## config.mk

```make
export PLATFORM = sky130hd
export DESIGN_NAME = fetch_queue_flat
export DESIGN_NICKNAME = d
export VERILOG_FILES = /design/src/rtl/fetch_pkg.sv /design/src/rtl/fetch_queue_if.sv /design/src/rtl/ring_ptr.sv /design/src/rtl/fetch_queue.sv /design/src/flat_wrapper.sv
export SDC_FILE = /design/constraint.sdc
export NUM_CORES = 1
export LEC_CHECK = 0
export BUFFER_PORTS_ARGS = -buffer_cell sky130_fd_sc_hd__buf_4
export CAP_MARGIN = 20
export CORE_MARGIN = 3
export CORE_UTILIZATION = 55
export DETAILED_ROUTE_END_ITERATION = 10
export PLACE_DENSITY = 0.78
export SKIP_LAST_GASP = 1
export SLEW_MARGIN = 20
export SYNTH_ARGS = -nofsm -noshare
export SYNTH_HDL_FRONTEND = slang
export SYNTH_HIERARCHICAL = 1
export SYNTH_SLANG_ARGS = --single-unit
```

## constraint.sdc

```tcl
create_clock -name clk -period 8.9 [get_ports clk]
set_input_delay 0.89 -clock clk [delete_from_list [all_inputs] [get_ports clk]]
set_output_delay 0.89 -clock clk [all_outputs]
set_load 0.05 [all_outputs]
```

## src/rtl/fetch_pkg.sv

```systemverilog
// Shared types and sizing helpers for the instruction-fetch front end.
// Ports: none (package only).
// Slot record carries the PC, the returned instruction and a filled flag.
package fetch_pkg;

  localparam int ADDR_W      = 64;
  localparam int INSTR_W     = 32;
  localparam int INSTR_BYTES = 4;

  typedef struct packed {
    logic [ADDR_W-1:0]  pc;
    logic [INSTR_W-1:0] instr;
    logic               filled;
  } fetch_slot_t;

  // Ring pointer width; never narrower than one bit.
  function automatic int ptr_width(input int depth);
    return (depth > 2) ? $clog2(depth) : 1;
  endfunction

  // Width of a counter that must hold 0..depth inclusive.
  function automatic int cnt_width(input int depth);
    return $clog2(depth + 1);
  endfunction

endpackage

```

## src/rtl/fetch_queue_if.sv

```systemverilog
// Fetch front-end bus: imem request/response, redirect, and decode hand-off.
// master = fetch_queue side; slave = imem + pipeline side.
// Ports: imem_req/imem_addr out, imem_rsp_* in, redirect/redirect_pc in, out_* valid/ready.
interface fetch_queue_if #(
  parameter int ADDR_W  = fetch_pkg::ADDR_W,
  parameter int INSTR_W = fetch_pkg::INSTR_W
);

  logic               imem_req;
  logic [ADDR_W-1:0]  imem_addr;
  logic               imem_rsp_valid;
  logic [INSTR_W-1:0] imem_rsp_data;
  logic               redirect;
  logic [ADDR_W-1:0]  redirect_pc;
  logic               out_valid;
  logic               out_ready;
  logic [INSTR_W-1:0] out_instr;
  logic [ADDR_W-1:0]  out_pc;
  logic [ADDR_W-1:0]  out_pc_plus4;

  modport master (
    output imem_req, imem_addr, out_valid, out_instr, out_pc, out_pc_plus4,
    input  imem_rsp_valid, imem_rsp_data, redirect, redirect_pc, out_ready
  );

  modport slave (
    input  imem_req, imem_addr, out_valid, out_instr, out_pc, out_pc_plus4,
    output imem_rsp_valid, imem_rsp_data, redirect, redirect_pc, out_ready
  );

endinterface

```

## src/rtl/ring_ptr.sv

```systemverilog
// Registered ring pointer counting 0..DEPTH-1 and wrapping back to 0.
// Ports: clk, reset (sync, active-high), inc (advance), clr (force 0), ptr.
// clr takes priority over inc; latency one cycle from inc/clr to ptr.
module ring_ptr
  import fetch_pkg::*;
#(
  parameter int DEPTH = 4,
  parameter int PTR_W = ptr_width(DEPTH)
) (
  input  logic             clk,
  input  logic             reset,
  input  logic             inc,
  input  logic             clr,
  output logic [PTR_W-1:0] ptr
);

  always_ff @(posedge clk) begin
    if (reset || clr) begin
      ptr <= '0;
    end else if (inc) begin
      // Explicit wrap so non-power-of-two depths work.
      ptr <= (ptr == PTR_W'(DEPTH - 1)) ? '0 : ptr + PTR_W'(1);
    end
  end

endmodule

```

## src/rtl/fetch_queue.sv

```systemverilog
// Instruction-fetch queue: issues sequential PCs to an in-order imem and buffers PC-tagged instructions.
// Latency: request at t, 1-cycle imem response at t+1, out_valid at t+2; sustains 1 instr/cycle.
// Backpressure: out_ready low holds the head; issue stops once buffered + in-flight + discards reach DEPTH.
// Ports: clk, reset (sync, active-high), bus (fetch_queue_if.master: imem_*, redirect*, out_*).
module fetch_queue #(
  parameter int                ADDR_W   = fetch_pkg::ADDR_W,
  parameter int                INSTR_W  = fetch_pkg::INSTR_W,
  parameter int                DEPTH    = 4,
  parameter logic [ADDR_W-1:0] RESET_PC = '0
) (
  input  logic          clk,
  input  logic          reset,
  fetch_queue_if.master bus
);

  import fetch_pkg::*;

  localparam int                PTR_W   = ptr_width(DEPTH);
  localparam int                CNT_W   = cnt_width(DEPTH);
  localparam logic [CNT_W-1:0]  DEPTH_C = CNT_W'(DEPTH);
  localparam logic [ADDR_W-1:0] STEP    = ADDR_W'(INSTR_BYTES);
  localparam logic [ADDR_W-1:0] ALIGN   = ~ADDR_W'(INSTR_BYTES - 1);

  fetch_slot_t slots [DEPTH];

  logic [ADDR_W-1:0]  fetch_pc;
  logic [PTR_W-1:0]   head;
  logic [PTR_W-1:0]   fill;
  logic [PTR_W-1:0]   tail;
  logic [CNT_W-1:0]   alloc;
  logic [CNT_W-1:0]   discard;
  logic [CNT_W-1:0]   unfilled;
  logic [CNT_W:0]     occupancy;
  logic               issue;
  logic               rsp_keep;
  logic               deq;
  logic [INSTR_W-1:0] head_instr;
  logic [ADDR_W-1:0]  head_pc;

  // Issue looks only at registered counts, so a same-cycle dequeue never frees a slot early.
  assign occupancy = {1'b0, alloc} + {1'b0, discard};
  assign issue     = !reset && !bus.redirect && (occupancy < {1'b0, DEPTH_C});
  assign rsp_keep  = bus.imem_rsp_valid && (discard == '0);

  assign bus.imem_req  = issue;
  assign bus.imem_addr = fetch_pc;

  assign head_instr = slots[head].instr;
  assign head_pc    = slots[head].pc;

  assign bus.out_valid    = !reset && slots[head].filled;
  assign bus.out_instr    = bus.out_valid ? head_instr : '0;
  assign bus.out_pc       = bus.out_valid ? head_pc : '0;
  assign bus.out_pc_plus4 = bus.out_valid ? head_pc + STEP : '0;

  assign deq = bus.out_valid && bus.out_ready;

  // Allocated-but-unfilled slots lie between fill and tail. When fill == tail the
  // ring is either fully unfilled (all DEPTH allocated, slot at fill still empty)
  // or holds no outstanding request.
  always_comb begin
    unfilled = '0;
    if (tail > fill) begin
      unfilled = CNT_W'(tail) - CNT_W'(fill);
    end else if (tail < fill) begin
      unfilled = DEPTH_C - CNT_W'(fill) + CNT_W'(tail);
    end else if ((alloc == DEPTH_C) && !slots[fill].filled) begin
      unfilled = DEPTH_C;
    end
  end

  always_ff @(posedge clk) begin
    if (reset) begin
      fetch_pc <= RESET_PC;
      alloc    <= '0;
      discard  <= '0;
    end else if (bus.redirect) begin
      fetch_pc <= bus.redirect_pc & ALIGN;
      alloc    <= '0;
      // Every unfilled request becomes a future drop; a response landing this
      // cycle already retires one of them (old discard or the flushed fill slot).
      discard  <= discard + unfilled - CNT_W'(bus.imem_rsp_valid);
    end else begin
      if (issue) begin
        fetch_pc <= fetch_pc + STEP;
      end
      alloc <= alloc + CNT_W'(issue) - CNT_W'(deq);
      if (bus.imem_rsp_valid && (discard != '0)) begin
        discard <= discard - CNT_W'(1);
      end
    end
  end

  // issue/fill/dequeue never target the same slot in one cycle: issue needs a free
  // slot at tail, a kept response targets an allocated unfilled slot, and dequeue
  // needs a filled head.
  always_ff @(posedge clk) begin
    if (reset || bus.redirect) begin
      for (int i = 0; i < DEPTH; i++) begin
        slots[i].filled <= 1'b0;
      end
    end else begin
      if (issue) begin
        slots[tail].pc     <= fetch_pc;
        slots[tail].filled <= 1'b0;
      end
      if (rsp_keep) begin
        slots[fill].instr  <= bus.imem_rsp_data;
        slots[fill].filled <= 1'b1;
      end
      if (deq) begin
        slots[head].filled <= 1'b0;
      end
    end
  end

  ring_ptr #(.DEPTH(DEPTH), .PTR_W(PTR_W)) u_head (
    .clk   (clk),
    .reset (reset),
    .inc   (deq),
    .clr   (bus.redirect),
    .ptr   (head)
  );

  ring_ptr #(.DEPTH(DEPTH), .PTR_W(PTR_W)) u_fill (
    .clk   (clk),
    .reset (reset),
    .inc   (rsp_keep),
    .clr   (bus.redirect),
    .ptr   (fill)
  );

  ring_ptr #(.DEPTH(DEPTH), .PTR_W(PTR_W)) u_tail (
    .clk   (clk),
    .reset (reset),
    .inc   (issue),
    .clr   (bus.redirect),
    .ptr   (tail)
  );

endmodule

```

## src/flat_wrapper.sv

```systemverilog
// flat-port wrapper written by rule: the top's interface ports become plain ports
module fetch_queue_flat import fetch_pkg::*;
#(
  parameter int                ADDR_W   = fetch_pkg::ADDR_W,
  parameter int                INSTR_W  = fetch_pkg::INSTR_W,
  parameter int                DEPTH    = 4,
  parameter logic [ADDR_W-1:0] RESET_PC = '0
)
  (clk, reset, bus_imem_req, bus_imem_addr, bus_out_valid, bus_out_instr, bus_out_pc, bus_out_pc_plus4, bus_imem_rsp_valid, bus_imem_rsp_data, bus_redirect, bus_redirect_pc, bus_out_ready);
  fetch_queue_if #(.ADDR_W(ADDR_W), .INSTR_W(INSTR_W)) bus_i ();
  input  logic clk;
  input  logic reset;
  output wire logic [$bits(bus_i.imem_req)-1:0] bus_imem_req;
  output wire logic [$bits(bus_i.imem_addr)-1:0] bus_imem_addr;
  output wire logic [$bits(bus_i.out_valid)-1:0] bus_out_valid;
  output wire logic [$bits(bus_i.out_instr)-1:0] bus_out_instr;
  output wire logic [$bits(bus_i.out_pc)-1:0] bus_out_pc;
  output wire logic [$bits(bus_i.out_pc_plus4)-1:0] bus_out_pc_plus4;
  input wire logic [$bits(bus_i.imem_rsp_valid)-1:0] bus_imem_rsp_valid;
  input wire logic [$bits(bus_i.imem_rsp_data)-1:0] bus_imem_rsp_data;
  input wire logic [$bits(bus_i.redirect)-1:0] bus_redirect;
  input wire logic [$bits(bus_i.redirect_pc)-1:0] bus_redirect_pc;
  input wire logic [$bits(bus_i.out_ready)-1:0] bus_out_ready;
  assign bus_imem_req = bus_i.imem_req;
  assign bus_imem_addr = bus_i.imem_addr;
  assign bus_out_valid = bus_i.out_valid;
  assign bus_out_instr = bus_i.out_instr;
  assign bus_out_pc = bus_i.out_pc;
  assign bus_out_pc_plus4 = bus_i.out_pc_plus4;
  assign bus_i.imem_rsp_valid = bus_imem_rsp_valid;
  assign bus_i.imem_rsp_data = bus_imem_rsp_data;
  assign bus_i.redirect = bus_redirect;
  assign bus_i.redirect_pc = bus_redirect_pc;
  assign bus_i.out_ready = bus_out_ready;
  fetch_queue #(.ADDR_W(ADDR_W), .INSTR_W(INSTR_W), .DEPTH(DEPTH), .RESET_PC(RESET_PC)) u_core (.clk(clk), .reset(reset), .bus(bus_i));
endmodule
```

==> flow_summary.json <==
{
  "status": "complete, no violations",
  "track_usage": 0.260,
  "path_max_fanout": 67,
  "final_common_cell": "edfxtp_1",
  "routed_wl_um": 52600,
  "hold_class": "input port to flop",
  "hp-start": "bus_imem_rsp_data[0]",
  "fin_hold_ws_ns": 0.539,
  "grt_antenna_before_repair": 3,
  "drv_slew": 0,
  "slew_headroom": 0.245,
  "switching_share": 0.262,
  "netlist_area_um2": 20500,
  "dr_total_vias": 13822,
  "cap_violations": 0,
  "nets": 1889,
  "drive_gt1_frac": 0.297,
  "port-buffer-count": 318,
  "power.density_nw_per_um2": 205,
  "fmax_ghz": 0.179,
  "synth_ff_type": "edfxtp_1",
  "critPathLaunchType": "flop",
  "intPower_uw": 3750,
  "grt_max_degree": 87,
  "holdBufCountCts": 0,
  "fin_skew_ns": 0.0117,
  "first_pass_iters": 6,
  "worstSkewPairLatency_ns": 0.55,
  "cts_setup_buffers": 0,
  "cts_htree_levels": 2,
  "ys_warn_count": 6,
  "cts_resized": 0,
  "crit_required_ns": 8.01,
  "cts.sinks": 454,
  "switchingPower_uw": 1330,
  "place_hpwl_um": 34600,
  "drc": 0,
  "setup_viol": 0,
  "setup-tns-final_ns": 0,
  "grt_overflow": 0,
  "areaGrowthSynthToFinish_pct": 21.1,
  "place_congestion": 0.863,
  "grt_pass1_wl_um": 78600,
  "core_um2": 36700,
  "io_pins": 327,
  "rsz0062_at_grt": "no",
  "period_share": 0.626,
  "synth_edf_count": 376,
  "via_per_inst": 6.07,
  "p_clk_frac": 0.368,
  "path_cells": "buf_4 > mux4_2 > nand3_1 > nor4_2 > buf_4 > nand4_2 > or4_1 > a21oi_1 > buf_4",
  "crit_path_max_incr_delay_ns": 1.06,
  "cts-buffers-inserted": 46,
  "yosysUniqueCellTypes": 65,
  "r2r_start": "u_core/u_head/ptr[1]$_SDFFE_PP0P_",
  "dieArea_um2": 39700,
  "startpoint": "u_core/u_head/ptr[1]$_SDFFE_PP0P_",
  "mostFrequentLayoutCells": "376 x edfxtp_1, 340 x buf_4, 119 x nor2_1, 96 x and2_1, 94 x mux4_2",
  "clock-root-buffer": "clkbuf_16",
  "yosysSeqAreaShare": 0.626,
  "p_leak_uw": 0.00867,
  "period_minus_slack_ns": 5.57,
  "crit_slowest_cell": "dfxtp_4",
  "syn_area_per_cell_um2": 14.1,
  "die_w_um": 199,
  "critPathKind": "flop to primary output",
  "ctsLongestPathBuffers": 3,
  "synth-seq-cells": 454,
  "path_clk_slew_ns": 0.06,
  "end_kind": "primary output",
  "die_h_um": 199,
  "arrival_ns": 4.68,
  "hold_violations": 0,
  "antenna_left": 0,
  "num_rows": 70,
  "grt_pass1_vias": 13347,
  "initial_utilization": 0.559,
  "wl_per_cell_um": 23.1,
  "worst_pin_slew_ns": 1.12,
  "synthArstFlopShare": 0,
  "drt-initial-drc-count": 1242,
  "synth_cells": 1452,
  "power_frac_comb": 0.145,
  "tritoncts": "built",
  "peakVddDrop_uv": 177,
  "cpMostUsedCell": "buf_4",
  "p_seq_frac": 0.486
}
metal layers:
layer  up-vias  track usage  share of wire
li1       6216            -              -
met1      6786        0.360           0.40
met2       717        0.417           0.49
met3       103       0.0475          0.086
met4         0       0.0992          0.031
met5         -            0              0
cell type report:
type | count | area (µm²)
Sequential cell | 454 | 12900
Fill cell | 2571 | 11900
Multi-Input combinational cell | 892 | 7210
Timing Repair Buffer | 341 | 2570
Clock buffer | 75 | 1410
Tap cell | 468 | 586
Inverter | 34 | 128
Clock inverter | 10 | 80.1
Antenna cell | 2 | 5.00
power groups by stage:
stage                     sequential (µW)  combinational (µW)  clock (µW)
after detailed placement             2520                 736           0
final                                2470                 739        1870
after global placement               2510                 727           0
after global routing                 2480                 788        1990
after CTS                            2470                 740        1900
after floorplan                      2560                 434           0
worst paths after layout:
| check | to | slack (ns) | cells past startpoint |
|---|---|---|---|
| worst max-delay path | bus_out_pc_plus4[63] | 3.33 | 9 |
| worst min-delay path | u_core/slots[3][1]$_DFFE_PP_ | 0.54 | 1 |
| worst max register to register | u_core/alloc[2]$_SDFF_PP0_ | 3.98 | 14 |
| worst min register to register | u_core/slots[0][0]$_SDFFE_PP0P_ | 0.56 | 2 |
state kept, by name, summed over array words and instances, names as in the netlist:
signal	flops
u_core/slots	380
u_core/bus.imem_addr	62
u_core/alloc	3
u_core/discard	3
u_core/u_fill/ptr	2
u_core/u_head/ptr	2
u_core/u_tail/ptr	2
logic make-up (layout without fill, tap and decap cells):
kind of cell,Yosys count,after routing,share of synthesized area
DFF,454,454,0.626
muxes,113,113,0.113
xor gates and xnor gates,88,88,0.0376
other,1,8,0.000183
and+or+nand+nor,525,525,0.140
buffers and inverters,111,460,0.0257
AOI/OAI and AO/OA,141,141,0.0445
adders and majority gates,19,19,0.0127
synthesized netlist by cell type (all sizes together) (43+ instances only):
master    n  area, µm²
edfxtp  376      11300
nor2    121        454
and2     96        601
mux4     94       2120
dfxtp    78       1560
nand2    68        255
nand4    53        387
nand3    51        260
xnor2    45        394
a21oi    44        220
clkbuf   43        165
xor2     43        377
worst max-delay path, delay by kind of cell (launching register included):
family	cells	cell delay (ns)
AND/OR/NAND/NOR	4	1.29
buffers and inverters	3	1.14
flip-flops	1	1.06
multiplexers	1	0.42
AO/OA/AOI/OAI	1	0.17
through the flow:
stage / instances / area, µm² / setup WS (ns) / util / power (µW)
2_1_floorplan: 1457 / 20500 / 2.12 / - / 2990
3_3_place_gp: 2188 / 23300 / 3.94 / 0.636 / 3240
3_5_place_dp: 2188 / 23300 / 3.90 / 0.636 / 3250
4_1_cts: 2273 / 24800 / 3.32 / 0.676 / 5110
5_1_grt: 2276 / 24800 / 3.08 / 0.677 / 5260
6_report: 2276 / 24800 / 3.33 / 0.677 / 5080
Note: power is estimated with default switching activity, not from simulation.
